===== src/rtl/drac_pkg.sv =====
`default_nettype none
// ============================================================================
//  Module      : drac_pkg
//  Description : Core-wide request type shared by the LSU, the prefetcher and
//                the dcache request path.
//  Revision    : 1.0 - initial release
// ============================================================================
package drac_pkg;

    // Request presented to the L1 data cache port
    typedef struct packed {
        logic        valid;
        logic [63:0] data_rs1;
        logic [63:0] data_rs2;
        logic [4:0]  rd;
        logic [3:0]  instr_type;
        logic [2:0]  mem_size;
        logic [63:0] imm;
    } req_cpu_dcache_t;

endpackage : drac_pkg
`default_nettype wire


===== src/rtl/hwpf_pkg.sv =====
`default_nettype none
// ============================================================================
//  Module      : hwpf_pkg
//  Description : Shared types and defaults for the hardware prefetcher issue
//                path (arbiter state encoding, default limits, width helper).
//  Revision    : 1.0 - initial release
// ============================================================================
package hwpf_pkg;

    // Default maximum number of prefetches in flight at the dcache
    localparam int unsigned HWPF_PF_CREDITS_DEF   = 4;
    // Default number of lost arbitration cycles before a prefetch is boosted
    localparam int unsigned HWPF_STARVE_LIMIT_DEF = 16;

    // Issue arbiter state: IDLE = output register empty, HOLD = full,
    // FLUSH = single cycle following a kill
    typedef enum logic [1:0] {
        ARB_IDLE  = 2'd0,
        ARB_HOLD  = 2'd1,
        ARB_FLUSH = 2'd2
    } arb_state_t;

    // Bits needed to count 0..max_credits inclusive
    function automatic int unsigned hwpf_credit_width(input int unsigned max_credits);
        return $clog2(max_credits + 1);
    endfunction

endpackage : hwpf_pkg
`default_nettype wire


===== src/rtl/hwpf_credit_counter.sv =====
`default_nettype none
// ============================================================================
//  Module      : hwpf_credit_counter
//  Description : Up/down counter saturating at 0 and MAX_COUNT. Simultaneous
//                increment and decrement leave the count unchanged.
//  Revision    : 1.0 - initial release
// ============================================================================
module hwpf_credit_counter #(
    parameter int unsigned MAX_COUNT = 4,
    parameter int unsigned WIDTH     = 3
) (
    input  logic             clk,
    input  logic             rst_n,
    input  logic             inc,
    input  logic             dec,
    output logic [WIDTH-1:0] count
);

    localparam logic [WIDTH-1:0] COUNT_MAX = WIDTH'(MAX_COUNT);

    // Saturating count update; an increment at the top or a decrement at
    // zero is dropped rather than wrapping
    always_ff @(posedge clk or negedge rst_n) begin
        if (!rst_n) begin
            count <= '0;
        end else if (inc && !dec && (count != COUNT_MAX)) begin
            count <= count + WIDTH'(1);
        end else if (dec && !inc && (count != '0)) begin
            count <= count - WIDTH'(1);
        end
    end

endmodule : hwpf_credit_counter
`default_nettype wire


===== src/rtl/hwpf_issue_arbiter.sv =====
`default_nettype none
// ============================================================================
//  Module      : hwpf_issue_arbiter
//  Description : Shares the L1 dcache request port between CPU demand
//                requests and next-line prefetches from hwpf_fifo. Demand has
//                priority; prefetches are limited by in-flight credits and
//                boosted after STARVE_LIMIT lost cycles. One-entry output
//                register. Optional statistics counters are enabled with the
//                HWPF_ARB_STATS_EN macro.
//  Revision    : 1.0 - initial release
// ============================================================================
module hwpf_issue_arbiter
    import drac_pkg::*;
    import hwpf_pkg::*;
#(
    parameter int unsigned PF_CREDITS   = HWPF_PF_CREDITS_DEF,
    parameter int unsigned STARVE_LIMIT = HWPF_STARVE_LIMIT_DEF
) (
    input  logic            clk_i,
    input  logic            rst_ni,
    input  logic            cpu_req_valid_i,
    input  req_cpu_dcache_t cpu_req_i,
    output logic            cpu_req_ready_o,
    input  logic            pf_req_valid_i,
    input  req_cpu_dcache_t pf_req_i,
    output logic            pf_read_o,
    output logic            pf_flush_o,
    output logic            pf_lock_o,
    input  logic            pf_enable_i,
    input  logic            kill_i,
    output logic            dc_req_valid_o,
    output req_cpu_dcache_t dc_req_o,
    output logic            dc_req_is_pf_o,
    input  logic            dc_req_ready_i,
    input  logic            pf_rsp_valid_i,
    output logic [hwpf_credit_width(PF_CREDITS)-1:0] pf_credits_o
`ifdef HWPF_ARB_STATS_EN
    ,
    output logic [31:0]     pf_issued_cnt_o,
    output logic [31:0]     pf_starve_boost_cnt_o,
    output logic [31:0]     pf_killed_cnt_o
`endif
);

    localparam int unsigned     CW         = hwpf_credit_width(PF_CREDITS);
    localparam int unsigned     SW         = $clog2(STARVE_LIMIT + 1);
    localparam logic [CW-1:0]   CREDIT_MAX = CW'(PF_CREDITS);
    localparam logic [SW-1:0]   STARVE_MAX = SW'(STARVE_LIMIT);

    arb_state_t      state;
    arb_state_t      state_next;

    logic            out_valid;
    req_cpu_dcache_t out_req;
    logic            out_is_pf;
    logic            lock;
    logic [SW-1:0]   starve;
    logic [CW-1:0]   credits;

    logic            handshake;
    logic            pf_accept;
    logic            drop_pf;
    logic            grantable;
    logic            pf_ok;
    logic            boost;
    logic            pf_sel;
    logic            pf_grant;
    logic            cpu_grant;
    logic            any_grant;
    logic            out_full_next;

    // ------------------------------------------------------------------
    // Grant decode
    // ------------------------------------------------------------------
    assign handshake = out_valid && dc_req_ready_i;
    assign pf_accept = handshake && out_is_pf;

    // A kill discards a held prefetch the dcache has not taken this cycle.
    // If the dcache takes it in the kill cycle it is already issued and its
    // response will come back, so it is counted as a normal acceptance.
    assign drop_pf   = kill_i && out_valid && out_is_pf && !dc_req_ready_i;

    // The register can be reloaded when empty or being drained this cycle
    assign grantable = !out_valid || dc_req_ready_i;

    assign pf_ok     = pf_req_valid_i && pf_enable_i &&
                       (credits < CREDIT_MAX) && (state != ARB_FLUSH);
    assign boost     = pf_ok && (starve == STARVE_MAX);
    assign pf_sel    = boost || (pf_ok && !cpu_req_valid_i);

    // Kill suppresses the prefetch pop; a waiting demand may take the slot
    assign pf_grant  = grantable && pf_sel && !kill_i;
    assign cpu_grant = grantable && cpu_req_valid_i && !pf_grant;
    assign any_grant = pf_grant || cpu_grant;

    // Register occupancy after this cycle
    assign out_full_next = any_grant ||
                           (out_valid && !dc_req_ready_i && !drop_pf);

    // ------------------------------------------------------------------
    // FSM
    // ------------------------------------------------------------------

    // State register
    always_ff @(posedge clk_i or negedge rst_ni) begin
        if (!rst_ni) begin
            state <= ARB_IDLE;
        end else begin
            state <= state_next;
        end
    end

    // Next-state logic: kill always lands in FLUSH, otherwise track occupancy
    always_comb begin
        state_next = state;
        case (state)
            ARB_IDLE: begin
                if (kill_i)             state_next = ARB_FLUSH;
                else if (out_full_next) state_next = ARB_HOLD;
                else                    state_next = ARB_IDLE;
            end
            ARB_HOLD: begin
                if (kill_i)             state_next = ARB_FLUSH;
                else if (out_full_next) state_next = ARB_HOLD;
                else                    state_next = ARB_IDLE;
            end
            ARB_FLUSH: begin
                // A demand granted here, or a demand still held, keeps HOLD
                if (kill_i)             state_next = ARB_FLUSH;
                else if (out_full_next) state_next = ARB_HOLD;
                else                    state_next = ARB_IDLE;
            end
            default: begin
                state_next = ARB_IDLE;
            end
        endcase
    end

    // FSM outputs to the LSU and FIFO, forced low while reset is asserted
    always_comb begin
        cpu_req_ready_o = rst_ni && cpu_grant;
        pf_read_o       = rst_ni && pf_grant;
        pf_flush_o      = rst_ni && kill_i;
    end

    // ------------------------------------------------------------------
    // Datapath
    // ------------------------------------------------------------------

    // One-entry output register: load on grant, clear on drain or drop
    always_ff @(posedge clk_i or negedge rst_ni) begin
        if (!rst_ni) begin
            out_valid <= 1'b0;
            out_req   <= '0;
            out_is_pf <= 1'b0;
        end else if (any_grant) begin
            out_valid <= 1'b1;
            out_req   <= pf_grant ? pf_req_i : cpu_req_i;
            out_is_pf <= pf_grant;
        end else if (handshake || drop_pf) begin
            out_valid <= 1'b0;
            out_req   <= '0;
            out_is_pf <= 1'b0;
        end
    end

    // Starvation counter: counts cycles an eligible prefetch loses
    always_ff @(posedge clk_i or negedge rst_ni) begin
        if (!rst_ni) begin
            starve <= '0;
        end else if (pf_ok && !pf_grant) begin
            if (starve != STARVE_MAX) begin
                starve <= starve + SW'(1);
            end
        end else begin
            starve <= '0;
        end
    end

    // FIFO lock follows the global enable one cycle later
    always_ff @(posedge clk_i or negedge rst_ni) begin
        if (!rst_ni) begin
            lock <= 1'b0;
        end else begin
            lock <= pf_enable_i;
        end
    end

    // In-flight prefetch credits; kill leaves these alone because the
    // outstanding responses still return
    hwpf_credit_counter #(
        .MAX_COUNT (PF_CREDITS),
        .WIDTH     (CW)
    ) u_credit_counter (
        .clk   (clk_i),
        .rst_n (rst_ni),
        .inc   (pf_accept),
        .dec   (pf_rsp_valid_i),
        .count (credits)
    );

    assign dc_req_valid_o = out_valid;
    assign dc_req_o       = out_req;
    assign dc_req_is_pf_o = out_is_pf;
    assign pf_lock_o      = lock;
    assign pf_credits_o   = credits;

`ifdef HWPF_ARB_STATS_EN
    logic [31:0] issued_cnt;
    logic [31:0] boost_cnt;
    logic [31:0] killed_cnt;

    // Wrapping event counters: accepted prefetches, boosted grants, drops
    always_ff @(posedge clk_i or negedge rst_ni) begin
        if (!rst_ni) begin
            issued_cnt <= 32'd0;
            boost_cnt  <= 32'd0;
            killed_cnt <= 32'd0;
        end else begin
            if (pf_accept)          issued_cnt <= issued_cnt + 32'd1;
            if (pf_grant && boost)  boost_cnt  <= boost_cnt + 32'd1;
            if (drop_pf)            killed_cnt <= killed_cnt + 32'd1;
        end
    end

    assign pf_issued_cnt_o       = issued_cnt;
    assign pf_starve_boost_cnt_o = boost_cnt;
    assign pf_killed_cnt_o       = killed_cnt;
`endif

endmodule : hwpf_issue_arbiter
`default_nettype wire


===== config.mk =====
export PLATFORM = sky130hd
export DESIGN_NAME = hwpf_issue_arbiter
export DESIGN_NICKNAME = d
export VERILOG_FILES = /design/src/rtl/drac_pkg.sv /design/src/rtl/hwpf_pkg.sv /design/src/rtl/hwpf_credit_counter.sv /design/src/rtl/hwpf_issue_arbiter.sv
export SDC_FILE = /design/constraint.sdc
export NUM_CORES = 1
export LEC_CHECK = 0
export CAP_MARGIN = 20
export CORE_AREA = 4 4 241 243
export CTS_BUF_LIST = sky130_fd_sc_hd__clkbuf_16
export CTS_CLUSTER_SIZE = 30
export DETAILED_ROUTE_END_ITERATION = 10
export DIE_AREA = 0 0 245 247
export PLACE_DENSITY_LB_ADDON = 0.1
export SYNTH_ARGS = -nofsm -noshare
export SYNTH_HDL_FRONTEND = slang
export SYNTH_SLANG_ARGS = --single-unit

===== constraint.sdc =====
create_clock -name clk_i -period 2.65 [get_ports clk_i]
set_input_delay 0.3975 -clock clk_i [delete_from_list [all_inputs] [get_ports clk_i]]
set_output_delay 0.3975 -clock clk_i [all_outputs]
set_load 0.01 [all_outputs]

* Word level (Yosys, flattened, before mapping) *
Index checks and enable logic that the tools add are counted.

word-level totals
  register bits = 218
  bits of input ports = 418
  output and inout bits = 214
  logic and storage cells = 79

cells by class
  add/subtract/negate cells = 3
  magnitude comparators = 1
  equality and inequality tests = 7
  multiplexer cells = 13
  reductions and logical operators = 42

operators with widths
  operator             number
  $mux 205             3
  $logic_and 1x1->1    24
  $mux 5               2
  $logic_not 1->1      8
  $mux 3               2
  $add 5x1->5 const B  1
  $eq 5x5->1 const B   1
  $logic_or 1x1->1     5
  $ne 5x5->1 const B   1
  $mux 1               4
  $mux 2               2
  $reduce_bool 2->1    2
  $add 3x1->3 const B  1
  $lt 3x3->1 const B   1
  $ne 3x3->1 const B   1
  $reduce_bool 3->1    1
  $reduce_or 3->1      1
  $sub 3x1->3 const B  1
  $eq 2x1->1 const B   1
  $eq 2x2->1 const B   1
  $logic_not 2->1      1
  $ne 2x1->1 const B   1
  $ne 2x2->1 const B   1

* Longest topological paths before layout *
  word-level depth = 14
  depth in mapped cells = 9
  gate-level depth less buffers = 7

* By module *
A second synthesis with hierarchy kept.

second synthesis, totals
  cell total of the unflattened synthesis = 1,694
  area total of the unflattened synthesis = 13,922.1 µm²

by module, submodules not included
  module               times used  cells each  area each (µm²)  seq. area each (µm²)
  hwpf_issue_arbiter   1           1,674       13,711.9         5,380.2
  hwpf_credit_counter  1           20          210.2            75.1

* Least setup slack after synthesis *
OpenSTA, ideal clock, no wires.

  path type = register to output
  start point = register starve[0]
  end point = output pf_read_o
  arrival time = 1,682 ps
  data required time = 2,253 ps
  slack = 570 ps
  stages on the path, launching flop included = 10
  buffers on the path = 3
  cell sequence = dfrtp_1 -> inv_1 -> ha_1 -> nand4bb_4 -> a211oi_2 -> nand2b_1 -> buf_2 -> buf_6 -> buf_6 -> nor2_1

on the way
  longest elaborated chain between the ends = 6

RTL lines
  what                            line                       RTL
  from (decl)                     hwpf_issue_arbiter.sv:57   logic [SW-1:0] starve;
  from (signal assigned)          hwpf_issue_arbiter.sv:173  starve <= starve + SW'(1);
  $eq 5x5->1                      hwpf_issue_arbiter.sv:88   assign boost = pf_ok && (starve == STARVE_MAX);
  $logic_and 1x1->1               hwpf_issue_arbiter.sv:88
  $logic_or 1x1->1                hwpf_issue_arbiter.sv:89   assign pf_sel = boost || (pf_ok && !cpu_req_valid_i);
  $logic_and 1x1->1 (2 in a row)  hwpf_issue_arbiter.sv:92   assign pf_grant = grantable && pf_sel && !kill_i;
  $logic_and 1x1->1               hwpf_issue_arbiter.sv:142  pf_read_o = rst_ni && pf_grant;
  to (decl)                       hwpf_issue_arbiter.sv:26   output logic pf_read_o,

No other way between the ends.

* Worst setup path in the final report *
  start point = register starve[0]
  end point = register out_req (netlist bit dc_req_o[77])

on the way
  longest elaborated chain between the ends = 9
  elaborated cells between the ends (all ways) = 11
  classes of those cells = eq/ne (1); mux (2); reduce/logical (8)

RTL lines
  what                                                  line                       RTL
  $eq 5x5->1 *                                          hwpf_issue_arbiter.sv:88
  $logic_and 1x1->1 *                                   hwpf_issue_arbiter.sv:88
  $logic_or 1x1->1 *                                    hwpf_issue_arbiter.sv:89
  $logic_and 1x1->1 * (2 in a row)                      hwpf_issue_arbiter.sv:92
  $logic_not 1->1                                       hwpf_issue_arbiter.sv:93   assign cpu_grant = grantable && cpu_req_valid_i && !pf_grant;
  $logic_and 1x1->1                                     hwpf_issue_arbiter.sv:93
  $logic_or 1x1->1                                      hwpf_issue_arbiter.sv:94   assign any_grant = pf_grant || cpu_grant;
  $mux 205 / $reduce_bool 2->1 (equally long branches)  n/a
  to (signal assigned)                                  hwpf_issue_arbiter.sv:158  out_req <= pf_grant ? pf_req_i : cpu_req_i;
  to (decl)                                             hwpf_issue_arbiter.sv:54   req_cpu_dcache_t out_req;

Mark *: on every way between the ends. The rest lies on a longest branch, timed or not.
A chain may end at the register's enable or synchronous reset.

==> qor.yml <==
antenna_found_initial: 6
worst_setup_path_end_kind: "register"
peakVddDrop_uv: 524
worstMarginPinSlew_ps: 840
grt_max_degree: 132
cp_top_family: "buffers and inverters"
slew_violations: 0
pre_cts_slack_ps: -27.3
power_frac_seq_pct: 35.5
routed_wl_um: 51600
ant_nets: 0
synthArstFlopShare_pct: 100
die_h_um: 247
cts_tree: "built"
grt_pass1_wl_um: 73100
whs_endpoint: "dc_req_valid_o"
io_pins: 632
cts-buffers-inserted: 31
multi_input_area_um2: 5300
post_cts_buffers: 0
crit_path_max_fanout: 87
initial_utilization_pct: 20.1
grt_pass1_vias: 10400
status: "complete, no violations"
placed_cells_incl_taps: 2111
fin_area_um2: 19400
via_per_inst: 4.48
min_period_ps: 2550
num_vias: 9737
syn_nets: 1206
synth-seq-cells: 218
insertion_delay_ps: 580
ys_seq_area_share_pct: 48.5
grt.total_usage_pct: 15.8
drive_gt1_share_pct: 19.3
regArea_um2: 5460
placed_area_um2: 18500
place.gp.congestion: 0.758
cpMaxStageDelayCell: "dfrtp_1"
clock_sinks: 218
root_buffer: "clkbuf_16"
die_x_um: 245
powerDensity_nw_per_um2: 589
wl_per_cell_um: 23.8
timing_hold_violations_final: 0
nFillCells: 5636
critical_path_buf_inv_count: 3
power.clock.fraction_pct: 33.4
yosysWarnings: 0
hold_start: "cpu_req_valid_i"
worst-r2r-cell-count: 8
rows: 87
drv_cap: 0
setup_viol: 0
drc_errors: 0
htree_levels: 1
dp_hpwl_um: 36300
regToRegStartpoint: "starve[0]"
crit_arrival_ps: 3000
first_pass_iters: 4
min_path_cells: 2
postSynthCellCount: 785
yosysMostFrequentCell: "dfrtp_1"
maxSlewHeadroom_pct: 44.0
cts.path.max_buffers: 3
fin_skew_ps: 16.8
path_class: "register to register"
final_cell_count_no_fill: 2173
max_freq_mhz: 393
reg2reg_slack_ps: 100
fp.coreArea_um2: 56000
synth_area_um2: 11200
min_period_over_period_pct: 96.1
cp_data_required_time_ps: 3100
synth_edf_count: 0
clk_pin_slew_ps: 60
grt_overflow: 0
internal-power_mw: 8.18
fin_util_pct: 34.7
yosys.area.top_type_share_pct: 48.5
ys_types: 39
fin_total_pwr_mw: 11.4
fp.dieArea_um2: 60500
hold_path.class: "input pin to register"
crit_cells: 8
syn_to_final_growth_pct: 72.4
rsz0062_at_grt: "false"
r2r_end: "dc_req_o[77]"
swShare_pct: 28.4
drt_iter0_markers: 495
nNetsFinal: 1810
critPathLaunchType: "register"
yosys_most_used_dff: "dfrtp_1"
avgSynthCellArea_um2: 14.3
p_leak_nw: 8.17
crit_chain: "inv_1 -> ha_1 -> nand4bb_4 -> a211oi_4 -> nand2b_4 -> buf_12 -> buf_4 -> mux2_4"
synth_area_leaders: "dfrtp_1, a32o_1, mux2_4"
netlist_top_cells_count: "dfrtp_1, a32o_1, mux2_4, mux2_2, clkbuf_1"
pwr-share-comb_pct: 31.1
place.port_buffers: 631
synth_top_area_cell: "dfrtp_1"
netSwitchingPower_mw: 3.24
cp_slowest_stage_delay_ps: 430
finalWorstSetupSlack_ps: 103
[metal layers]
layer | vias up | share of wire, % | GRT usage, %
met5 | - | 0.066 | 0
met2 | 362 | 51 | 28.2
met1 | 4926 | 38 | 18.3
met3 | 54 | 8.4 | 5.70
met4 | 4 | 2.1 | 3.62
li1 | 4391 | - | -
[worst max-delay path by stage]
stage / start / end / slack [ps]
global route: starve[0] / dc_req_o[17] / 40
CTS: starve[0] / pf_read_o / 9
floorplan: starve[0] / pf_read_o / 570
detailed placement: dc_req_ready_i / dc_req_o[119] / -30
finish: starve[0] / dc_req_o[77] / 100
global placement: dc_req_ready_i / dc_req_o[119] / 30
[power by group through the flow]
stage / Sequential, mW / Clock, mW / Combinational, mW
floorplan: 4.31 / 0 / 1.26
global placement: 4.11 / 0 / 3.59
detailed placement: 4.11 / 0 / 3.60
CTS: 4.06 / 4.03 / 3.62
global route: 4.12 / 4.13 / 3.78
finish: 4.06 / 3.81 / 3.55
[cell families after synthesis]
family	synth area share (%)
AOI/OAI and AO/OA	19.6
DFF	48.5
muxes	24.9
buffers and inverters	4.64
and+or+nand+nor	1.64
xor gates and xnor gates	0.389
adders and majority gates	0.400
[timing repair]
item	in CTS	in global routing
endpoints found under the setup margin	2	1
endpoints found under the hold margin	35	0
pin swaps	1	1
gates cloned	0	0
hold buffers	1	0
gates resized for setup	3	2
[placed cells by master, fill, tap and decap left out, types with 3 or more instances in the layout]
| master | n |
|---|---|
| clkdlybuf4s50_1 | 627 |
| dfrtp_1 | 218 |
| a32o_1 | 206 |
| mux2_4 | 128 |
| mux2_2 | 64 |
| clkbuf_16 | 31 |
| buf_4 | 19 |
| inv_1 | 15 |
| mux2_1 | 14 |
| buf_12 | 14 |
| clkinv_1 | 10 |
| nor2_1 | 8 |
| nor3_1 | 5 |
| diode_2 | 4 |
| nand2b_1 | 3 |
| nand3_1 | 3 |
| nand2_1 | 3 |
| xor2_1 | 3 |
| clkinv_2 | 3 |
[area by class of cell]
class	instances	area share, %
well taps	756	4.88
inverters	5	0.0968
clock buffers	31	4.00
flip-flops and latches	218	28.1
diodes	4	0.0516
repair buffers	665	34.8
multi-input cells	468	27.3
clock inverters	26	0.710
[registers in the layout (all words and copies together), names as in the netlist]
| register | cells |
|---|---|
| dc_req_is_pf_o | 1 |
| dc_req_o | 205 |
| dc_req_valid_o | 1 |
| pf_lock_o | 1 |
| starve | 5 |
| state | 2 |
| u_credit_counter.count | 3 |
[per-stage QoR]
stage,hold slack (ps),setup TNS (ps)
3_5_place_dp,469,-225
2_1_floorplan,102,0
5_1_grt,98.0,0
4_1_cts,66.2,0
3_3_place_gp,458,0
6_report,121,0
No activity file was read; power rests on OpenSTA's default activity.
